File: config.mk
export PLATFORM = sky130hd
export DESIGN_NAME = fb_scan_reader
export DESIGN_NICKNAME = d
export VERILOG_FILES = /design/src/rtl/fb_scan_reader.sv
export SDC_FILE = /design/constraint.sdc
export NUM_CORES = 1
export LEC_CHECK = 0
export ABC_CLOCK_PERIOD_IN_PS = 5700
export CORE_MARGIN = 8
export CORE_UTILIZATION = 45
export CTS_CLUSTER_DIAMETER = 80
export DETAILED_ROUTE_END_ITERATION = 10
export MAX_ROUTING_LAYER = met4
export PLACE_DENSITY_LB_ADDON = 0.2
export SYNTH_ARGS = -nofsm -noshare
export SYNTH_HDL_FRONTEND = slang
export SYNTH_SLANG_ARGS = --single-unit
File: constraint.sdc
create_clock -name clk -period 5.7 [get_ports clk]
set_input_delay 1.14 -clock clk [delete_from_list [all_inputs] [get_ports clk]]
set_output_delay 1.14 -clock clk [all_outputs]
set_load 0.01 [all_outputs]
File: src/rtl/fb_scan_reader.sv
// fb_scan_reader: framebuffer scan-out read initiator with credit-bounded reads; optional FB_DBUF_EN adds double-buffer bank select
module fb_scan_reader #(
  parameter int H_ACTIVE = 128,
  parameter int V_ACTIVE = 64,
  parameter int STRIDE = 128,
  parameter int BASE0 = 0,
`ifdef FB_DBUF_EN
  parameter int BASE1 = 8192,
`endif
  parameter int MAX_OUT = 8
) (
  input  logic        clk,
  input  logic        rst_n,
  input  logic        start,
  input  logic        abort,
  output logic        busy,
  output logic        frame_done,
  output logic        addr_out_wen,
  output logic [15:0] addr_out_wd,
  input  logic        addr_out_full,
  output logic        data_in_ren,
  input  logic [15:0] data_in_rd,
  input  logic        data_in_empty,
  output logic        pix_valid,
  input  logic        pix_ready,
  output logic [15:0] pix_data,
  output logic        pix_sol,
  output logic        pix_eol,
  output logic        pix_sof,
  output logic        pix_eof
`ifdef FB_DBUF_EN
  ,
  output logic        front_bank
`endif
);
  typedef enum logic [1:0] {IDLE, RUN, DRAIN} state_t;
  localparam logic [15:0] H_LAST = 16'(H_ACTIVE - 1);
  localparam logic [15:0] V_LAST = 16'(V_ACTIVE - 1);
  localparam logic [3:0] CRED_MAX = 4'(MAX_OUT);
  state_t state;
  logic [15:0] ix, iy, ox, oy, row_base, base;
  logic [3:0] credits;
  logic issue_done, issue, load, accept;
`ifdef FB_DBUF_EN
  assign base = front_bank ? 16'(BASE1) : 16'(BASE0);
`else
  assign base = 16'(BASE0);
`endif
  // Handshake decisions: issue gating, show-ahead pop, frame completion
  always_comb begin
    accept = pix_valid & pix_ready;
    load = (state == RUN) & ~data_in_empty & (~pix_valid | pix_ready);
    data_in_ren = load | ((state == DRAIN) & ~data_in_empty & (credits != 4'd0));
    issue = (state == RUN) & ~abort & ~issue_done & ~addr_out_full & (credits < CRED_MAX);
    frame_done = (state == RUN) & ~abort & accept & pix_eof;
    busy = state != IDLE;
  end
  // Scan FSM with issue counters, credit tracking and the pixel output register
  always_ff @(posedge clk or negedge rst_n) begin
    if (!rst_n) begin
      state <= IDLE;
      ix <= '0;
      iy <= '0;
      ox <= '0;
      oy <= '0;
      row_base <= '0;
      issue_done <= 1'b0;
      credits <= '0;
      addr_out_wen <= 1'b0;
      addr_out_wd <= '0;
      pix_valid <= 1'b0;
      pix_data <= '0;
      pix_sol <= 1'b0;
      pix_eol <= 1'b0;
      pix_sof <= 1'b0;
      pix_eof <= 1'b0;
`ifdef FB_DBUF_EN
      front_bank <= 1'b0;
`endif
    end else begin
      addr_out_wen <= issue;
      credits <= credits + {3'b0, issue} - {3'b0, data_in_ren};
      if (issue) begin
        addr_out_wd <= row_base + ix;
        ix <= (ix == H_LAST) ? 16'd0 : ix + 16'd1;
        iy <= (ix == H_LAST) ? iy + 16'd1 : iy;
        row_base <= (ix == H_LAST) ? row_base + 16'(STRIDE) : row_base;
        issue_done <= (ix == H_LAST) && (iy == V_LAST);
      end
      if (load) begin
        pix_valid <= 1'b1;
        pix_data <= data_in_rd;
        pix_sol <= ox == 16'd0;
        pix_eol <= ox == H_LAST;
        pix_sof <= (ox == 16'd0) && (oy == 16'd0);
        pix_eof <= (ox == H_LAST) && (oy == V_LAST);
        ox <= (ox == H_LAST) ? 16'd0 : ox + 16'd1;
        oy <= (ox == H_LAST) ? oy + 16'd1 : oy;
      end else if (accept) begin
        pix_valid <= 1'b0;
      end
      case (state)
        IDLE: if (start && !abort) begin
          state <= RUN;
          ix <= '0;
          iy <= '0;
          ox <= '0;
          oy <= '0;
          row_base <= base;
          issue_done <= 1'b0;
        end
        RUN: if (abort) begin
          // Anything sitting in the pixel register is discarded; markers are quiet while draining
          state <= DRAIN;
          pix_valid <= 1'b0;
          pix_sol <= 1'b0;
          pix_eol <= 1'b0;
          pix_sof <= 1'b0;
          pix_eof <= 1'b0;
        end else if (frame_done) begin
          state <= IDLE;
`ifdef FB_DBUF_EN
          front_bank <= ~front_bank;
`endif
        end
        DRAIN: if (credits == 4'd0 && !pix_valid) state <= IDLE;
        default: state <= IDLE;
      endcase
    end
  end
endmodule

==> results of run 1 <==
[metal layers]
metal / part of all wire (%) / up-vias / routed length (µm)
li1: - / 2469 / -
met5: 0 / - / 0
met1: 45 / 2456 / 6440
met4: 2.2 / 0 / 318
met3: 6.0 / 26 / 862
met2: 47 / 119 / 6800
[sequential cells by signal, indices dropped and copies added (netlist names), 2 cells and up]
register	count
pix_data	16
iy	16
oy	16
ix	16
addr_out_wd	16
state	2
credits	4
ox	16
row_base	9
[layout make-up]
class / count / area [µm²]
Clock inverter: 9 / 123
Inverter: 22 / 82.6
Multi-Input combinational cell: 514 / 3040
Clock buffer: 23 / 488
Sequential cell: 118 / 2950
Antenna cell: 1 / 2.50
Fill cell: 1241 / 6100
Tap cell: 180 / 225
Timing Repair Buffer: 67 / 658
[final timing paths]
path	endpoint	slack [ns]	start	depth (start not counted)
setup reg to reg	credits[1]	2.53	issue_done	9
hold reg to reg	pix_data[5]	0.47	pix_data[5]	2
setup / recovery	data_in_ren	1.07	pix_ready	5
min in group asynchronous	ix[9]	0.90	rst_n	1
max in group asynchronous	ix[2]	3.74	rst_n	2
hold / removal	pix_data[5]	0.47	pix_data[5]	2
[layout by cell type (no fill, tap or decap), types with 3 or more instances in the layout]
master | netlist | routed
sky130_fd_sc_hd__a21oi_1 | 32 | 32
sky130_fd_sc_hd__a311oi_1 | 3 | 3
sky130_fd_sc_hd__a31o_2 | 6 | 6
sky130_fd_sc_hd__a31oi_1 | 4 | 4
sky130_fd_sc_hd__and2_1 | 8 | 8
sky130_fd_sc_hd__and3_1 | 7 | 7
sky130_fd_sc_hd__and4_1 | 5 | 5
sky130_fd_sc_hd__buf_4 | 1 | 5
sky130_fd_sc_hd__bufinv_16 | 0 | 3
sky130_fd_sc_hd__clkbuf_16 | 0 | 17
sky130_fd_sc_hd__clkbuf_8 | 0 | 4
sky130_fd_sc_hd__clkdlybuf4s50_1 | 0 | 62
sky130_fd_sc_hd__clkinv_2 | 0 | 5
sky130_fd_sc_hd__dfrtp_1 | 118 | 118
sky130_fd_sc_hd__ha_1 | 21 | 21
sky130_fd_sc_hd__inv_1 | 22 | 22
sky130_fd_sc_hd__mux2i_1 | 9 | 9
sky130_fd_sc_hd__nand2_1 | 128 | 128
sky130_fd_sc_hd__nand2b_1 | 10 | 10
sky130_fd_sc_hd__nand3_1 | 27 | 27
sky130_fd_sc_hd__nand4_1 | 19 | 19
sky130_fd_sc_hd__nor2_1 | 68 | 68
sky130_fd_sc_hd__nor2b_1 | 4 | 4
sky130_fd_sc_hd__nor3_1 | 17 | 16
sky130_fd_sc_hd__nor4_1 | 14 | 14
sky130_fd_sc_hd__o21ai_0 | 30 | 30
sky130_fd_sc_hd__o31ai_1 | 5 | 5
sky130_fd_sc_hd__or2_2 | 3 | 3
sky130_fd_sc_hd__or3_1 | 11 | 11
sky130_fd_sc_hd__or3_2 | 6 | 6
sky130_fd_sc_hd__or4_1 | 5 | 5
sky130_fd_sc_hd__xnor2_1 | 25 | 25
sky130_fd_sc_hd__xor2_1 | 24 | 24
[critical path, cell delays in order]
cell and delay, ns:
sky130_fd_sc_hd__clkdlybuf4s50_1 0.44, sky130_fd_sc_hd__nor2b_1 0.40, sky130_fd_sc_hd__or3_1 0.69, sky130_fd_sc_hd__o31ai_1 0.26, sky130_fd_sc_hd__clkdlybuf4s50_1 0.55
[stage by stage]
| stage | cell area (µm²) | util [%] | std cells |
|---|---|---|---|
| floorplan | 6180 | - | 682 |
| global placement | 6960 | 50.9 | 901 |
| detailed placement | 6960 | 50.9 | 901 |
| CTS | 7570 | 55.4 | 933 |
| global route | 7570 | 55.4 | 934 |
| finish | 7570 | 55.4 | 934 |
[power breakdown]
part | internal [mW] | leakage (nW) | total, mW | switching, mW
logic | 0.277 | 1.52 | 0.576 | 0.300
registers | 0.951 | 1.61 | 1.03 | 0.0761
clock network | 0.729 | 0.303 | 1.10 | 0.370
total | 1.96 | 3.42 | 2.70 | 0.745
[kinds of logic after synthesis]
kind of cell | share of synthesized area (%)
adder cells (fa/ha/maj) | 4.57
AND/OR/NAND/NOR | 27.3
flip-flops | 47.8
multiplexers | 1.46
AO/OA/AOI/OAI | 8.68
XOR/XNOR | 6.94
other | 0.0607
buffers and inverters | 3.26
==> metrics.log, run 1 <==
INFO  metric ir_worst_vdd = 0.000266 V
INFO  metric first_global_vias = 5,221
INFO  metric netlist-cell-type-count = 48
INFO  metric syn_nets = 727
INFO  metric vias = 5,070
INFO  metric wire_per_inst = 15.4 µm
INFO  metric design.final.nets = 785
INFO  metric globalRouteTotalUtil = 17.7%
INFO  metric end_kind = output pin
INFO  metric power_leakage = 3.42 nW
INFO  metric worstMarginPinSlew = 1.03 ns
INFO  metric synth_commonest_cells = sky130_fd_sc_hd__nand2_1, sky130_fd_sc_hd__dfrtp_1, sky130_fd_sc_hd__nor2_1
INFO  metric pin_count = 64
INFO  metric cp_max_fo = 24
INFO  metric final_hold_viol_count = 0
INFO  metric met1_usage = 20.7%
INFO  metric post-dp-hpwl = 9910 µm
INFO  metric synthesis.instances = 682
INFO  metric rsz0062_at_grt = false
INFO  metric timing.final.crit_period = 4.63 ns
INFO  metric cts.repair_timing.setup_buffer_count = 0
INFO  metric chipHeight = 133 µm
INFO  metric max_freq = 216 MHz
INFO  metric hold_slack = 0.469 ns
INFO  metric grt_overflow = 0
INFO  metric drt-total-wl = 14,400 µm
INFO  metric clock_latency = 0.42 ns
INFO  metric status = complete, no violations
INFO  metric post_synth.cell_area_avg = 9.06 µm²
INFO  metric final_min_period_over_clock_period = 81.1%
INFO  metric netlist.area_leader.share = 47.8%
INFO  metric cts-hold-fix-buffers = 0
INFO  metric drt_first_iter_violations = 225
INFO  metric holdCritPathClass = reg2reg
INFO  metric fraction_of_registers_with_async_set_reset = 100%
INFO  metric max_slew_margin = 31.0%
INFO  metric grt_util_met2 = 27.5%
INFO  metric clk_root_buffer_cell = sky130_fd_sc_hd__clkbuf_16
INFO  metric syn_area = 6180 µm²
INFO  metric setup_violations_final = 0
INFO  metric timing.final.max_slew_violations = 0
INFO  metric most_common_cell_in_the_netlist = sky130_fd_sc_hd__nand2_1
INFO  metric design.core.area = 13,700 µm²
INFO  metric setup.worst_path.class = in2out
INFO  metric synth_enable_flop_cells = 0
INFO  metric worst-endpoint-required = 4.56 ns
INFO  metric htree_levels = 4
INFO  metric cts.sink_count = 118
INFO  metric initial_core_util = 45.2%
INFO  metric rows = 43
INFO  metric grt_start_max_net_pins = 82
INFO  metric globalRouteMet3Util = 5.84%
INFO  metric cts_inserted_buffers = 17
INFO  metric grt_pass1_wl = 25,100 µm
INFO  metric antenna_found_initial = 1
INFO  metric place.gp.congestion = 0.817
INFO  metric dp_worst_setup_slack = 1.04 ns
INFO  metric pwr_density_cell = 357 nW/µm²
INFO  metric ant_nets = 0
INFO  metric clock_tree.buffer_depth = 2
INFO  metric cts.clk_slew.worst_paths = 0.05 ns
INFO  metric fin_setup_tns = 0 ns
INFO  metric yosysWarningCount = 0
INFO  metric synth_top_cells_by_area = sky130_fd_sc_hd__dfrtp_1, sky130_fd_sc_hd__nand2_1, sky130_fd_sc_hd__ha_1
INFO  metric number_of_drc_violations_after_detailed_routing = 0
INFO  metric die-area = 17,700 µm²
INFO  metric drive_gt1_share = 8.10%
INFO  metric post_cts.resized_instances = 0
INFO  metric area.growth.synth_to_final = 22.4%
INFO  metric io_buffers = 63
INFO  metric worst_clock_skew = 0.0104 ns
INFO  metric tritoncts_clock_tree = yes
INFO  metric critical_path_data_arrival_time = 3.49 ns
INFO  metric chipWidth = 133 µm
INFO  metric yosys_register_bits = 118
INFO  metric drt-vias-per-instance = 5.43
INFO  metric post-route-worst-setup-slack = 1.07 ns
INFO  metric drt_pass1_iterations = 4
INFO  metric worst_setup_path_start_kind = input pin
INFO  metric synth_largest_area_cell = sky130_fd_sc_hd__dfrtp_1
INFO  metric total_power = 2.70 mW
INFO  metric max_cap_viol_count = 0
INFO  metric synth_top_flop_cell = sky130_fd_sc_hd__dfrtp_1
INFO  metric synth_sequential_area_ratio = 47.8%
INFO  metric grt_most_used_layer = met2
Note: power is estimated with default switching activity, not from simulation.
==> run 2, diff against run 1 <==
--- a/config.mk
+++ b/config.mk
@@ -5,7 +5,7 @@
 export SDC_FILE = /design/constraint.sdc
 export NUM_CORES = 1
 export LEC_CHECK = 0
-export ABC_CLOCK_PERIOD_IN_PS = 5700
+export ABC_CLOCK_PERIOD_IN_PS = 4600
 export CORE_MARGIN = 8
 export CORE_UTILIZATION = 45
 export CTS_CLUSTER_DIAMETER = 80
==> constraint.sdc (replaced) <==
create_clock -name clk -period 4.6 [get_ports clk]
set_input_delay 0.92 -clock clk [delete_from_list [all_inputs] [get_ports clk]]
set_output_delay 0.92 -clock clk [all_outputs]
set_load 0.01 [all_outputs]
==> run 2 against run 1 <==
  * Clock-buffer cell count unchanged
  * Critical path depth decreased by 1
  * Wire length increased by 0.55%
  * Cell count increased by 0.21%
  * Clock skew decreased by 0.0033 ns
  * Combinational power increased by 25%
  * Sequential share of layout area unchanged
  * Global-route usage decreased by 0.16 points
  * Critical path type unchanged
  * Critical endpoint unchanged
  * Highest routed layer unchanged
==> metrics.log, run 2 (synthesis gave the netlist of run 1 again) <==
INFO  metric worst_clock_skew = 0.00718 ns (-0.00325 ns)
INFO  metric end_kind = output pin
INFO  metric post-dp-hpwl = 10,000 µm (+1.2%)
INFO  metric area.growth.synth_to_final = 22.4% (unchanged)
INFO  metric place.gp.congestion = 0.826 (+1.1%)
INFO  metric timing.final.max_slew_violations = 0 (unchanged)
INFO  metric rsz0062_at_grt = false
INFO  metric grt_start_max_net_pins = 79 (-3.7%)
INFO  metric sw_pwr = 0.931 mW (+25%)
INFO  metric seqPwrFrac = 38.6% (+0.6 points)
INFO  metric drt_pass1_iterations = 5 (+1)
INFO  metric htree_levels = 4 (unchanged)
INFO  metric slowest_delay = 0.63 ns (-0.06 ns)
INFO  metric p_comb_share = 21.9% (+0.6 points)
INFO  metric swShare = 28.3% (+0.69 points)
INFO  metric max_freq = 279 MHz
INFO  metric clock_latency = 0.42 ns (about the same)
INFO  metric cts.repair_timing.setup_buffer_count = 0 (unchanged)
INFO  metric crit_path_cell_trace = clkdlybuf4s50_1 -> or3_1 -> o31ai_1 -> clkdlybuf4s50_1
INFO  metric final_area = 7570 µm² (unchanged)
INFO  metric ir_worst_vdd = 0.000279 V (+5.0%)
INFO  metric cts.sink_count = 118 (unchanged)
INFO  metric mostFrequentLayoutCell = sky130_fd_sc_hd__nand2_1
INFO  metric cp_max_fo = 6 (-75%)
INFO  metric dp_worst_setup_slack = 0.841 ns (-0.198 ns)
INFO  metric timing.critical_path.slowest_stage_cell = sky130_fd_sc_hd__clkdlybuf4s50_1
INFO  metric antenna_found_initial = 0 (-1)
INFO  metric drt-vias-per-instance = 5.46 (+0.61%)
INFO  metric ant_nets = 0 (unchanged)
INFO  metric pwr_density_cell = 435 nW/µm² (+22%)
INFO  metric post_cts.resized_instances = 0 (unchanged)
INFO  metric chipHeight = 133 µm (unchanged)
INFO  metric initial_core_util = 45.2% (unchanged)
INFO  metric detailed_place.area = 6990 µm² (+0.50%)
INFO  metric post-route-worst-setup-slack = 1.02 ns (-0.0570 ns)
INFO  metric holdCritPathClass = reg2reg
INFO  metric grt_overflow = 0 (unchanged)
INFO  metric cts_inserted_buffers = 17 (unchanged)
INFO  metric setup_violations_final = 0 (unchanged)
INFO  metric clk_root_buffer_cell = sky130_fd_sc_hd__clkbuf_16
INFO  metric rows = 43 (unchanged)
INFO  metric wire_per_inst = 15.5 µm (+0.34%)
INFO  metric first_global_vias = 5,031 (-3.6%)
INFO  metric cp_top_family = buffers and inverters
INFO  metric timing.final.crit_period = 3.58 ns
INFO  metric drt-total-wl = 14,500 µm (+0.55%)
INFO  metric cellInternalPower = 2.36 mW (+21%)
INFO  metric tritoncts_clock_tree = yes
INFO  metric cp_num_buf_inv = 2 (unchanged)
INFO  metric final_hold_viol_count = 0 (unchanged)
INFO  metric setup.worst_path.class = in2out
INFO  metric io_buffers = 63 (unchanged)
INFO  metric status = complete, no violations
INFO  metric antennaDiodeCount = 0 (-1)
INFO  metric drt_first_iter_violations = 320 (+42%)
INFO  metric clock_tree.buffer_depth = 2 (unchanged)
INFO  metric critical_path_data_arrival_time = 2.66 ns (-0.83 ns)
INFO  metric die-area = 17,700 µm² (unchanged)
INFO  metric design.final.nets = 788 (+0.38%)
INFO  metric worstMarginPinSlew = 1.15 ns (+0.111 ns)
INFO  metric hold_slack = 0.475 ns (+0.00547 ns)
INFO  metric globalRouteTotalUtil = 17.6% (-0.16 points)
INFO  metric design.core.area = 13,700 µm² (unchanged)
INFO  metric drive_gt1_share = 8.33% (+0.23 points)
INFO  metric cts-hold-fix-buffers = 0 (unchanged)
INFO  metric max_cap_viol_count = 0 (unchanged)
INFO  metric chipWidth = 133 µm (unchanged)
INFO  metric pin_count = 64 (unchanged)
INFO  metric cts.clk_slew.worst_paths = 0.05 ns (about the same)
INFO  metric grt_pass1_wl = 24,800 µm (-1.2%)
INFO  metric worst-endpoint-required = 3.68 ns (-0.88 ns)
INFO  metric fin_setup_tns = 0 ns (unchanged)
INFO  metric number_of_drc_violations_after_detailed_routing = 0 (unchanged)
INFO  metric cpMostUsedCell = sky130_fd_sc_hd__clkdlybuf4s50_1
INFO  metric final_cell_mix = sky130_fd_sc_hd__nand2_1, sky130_fd_sc_hd__dfrtp_1, sky130_fd_sc_hd__nor2_1
INFO  metric worst_setup_path_start_kind = input pin
INFO  metric power_leakage = 3.42 nW (about the same)
INFO  metric vias = 5,112 (+0.83%)
INFO  metric max_slew_margin = 22.9% (-8.1 points)
INFO  metric share_clk_of_total_power = 39.5% (-1.2 points)
INFO  metric final_min_period_over_clock_period = 77.9%
==> run 2: changes by cell type in the layout (fill, tap and decap cells not counted) <==
cell and delta:
sky130_fd_sc_hd__clkbuf_1 +1, sky130_fd_sc_hd__buf_4 +2, sky130_fd_sc_hd__clkbuf_8 -1, sky130_fd_sc_hd__bufinv_16 -1, sky130_fd_sc_hd__clkinvlp_4 +1, sky130_fd_sc_hd__buf_12 +1
sky130_fd_sc_hd__diode_2 -1
==> run 2: area by class of cell <==
class / instances / area, µm²
fill: 1231 / 6100
multi-input combinational: 514 / 3040
sequential: 118 / 2950
timing repair buffer: 70 / 693
clock buffer: 23 / 478
tap: 180 / 225
clock inverter: 9 / 100
inverter: 22 / 82.6
==> run 2: power by group through the flow <==
stage,Sequential [mW],Combinational [mW],Clock (mW)
global placement,1.27,0.710,0
floorplan,1.32,0.325,0
CTS,1.27,0.736,1.32
finish,1.27,0.722,1.30
global route,1.29,0.808,1.37
detailed placement,1.28,0.733,0
==> run 2: path summary, 6_finish.rpt <==
kind	start	to	slack (ns)	depth (start not counted)
min reg2reg	addr_out_wd[12]	addr_out_wd[12]	0.47	2
min in group asynchronous	rst_n	addr_out_wd[10]	0.65	1
max	data_in_empty	data_in_ren	1.02	4
max in group asynchronous	rst_n	iy[7]	3.12	2
min	addr_out_wd[12]	addr_out_wd[12]	0.47	2
max reg2reg	ix[3]	iy[9]	1.69	5
==> run 2: routing by layer <==
metal | share of wire, % | GRT usage [%] | wire [µm] | vias up
met5 | 0 | - | 0 | -
met4 | 1.5 | 6.49 | 220 | 0
met3 | 5.0 | 4.86 | 720 | 19
met2 | 48 | 27.7 | 7020 | 120
met1 | 45 | 21.2 | 6550 | 2489
li1 | - | - | - | 2484
==> run 2: worst min-delay path, delay by kind of cell (launching register included) <==
kind / cells / cell delay [ns]
compound gates: 1 / 0.06
flops: 1 / 0.34
simple gates: 1 / 0.04
==> run 2: through the flow <==
step / cells / total power, mW / util (%)
CTS: 936 / 3.33 / 55.4
detailed placement: 904 / 2.01 / 51.2
global placement: 904 / 1.98 / 51.2
finish: 936 / 3.29 / 55.4
global route: 936 / 3.46 / 55.4
floorplan: 682 / 1.64 / -
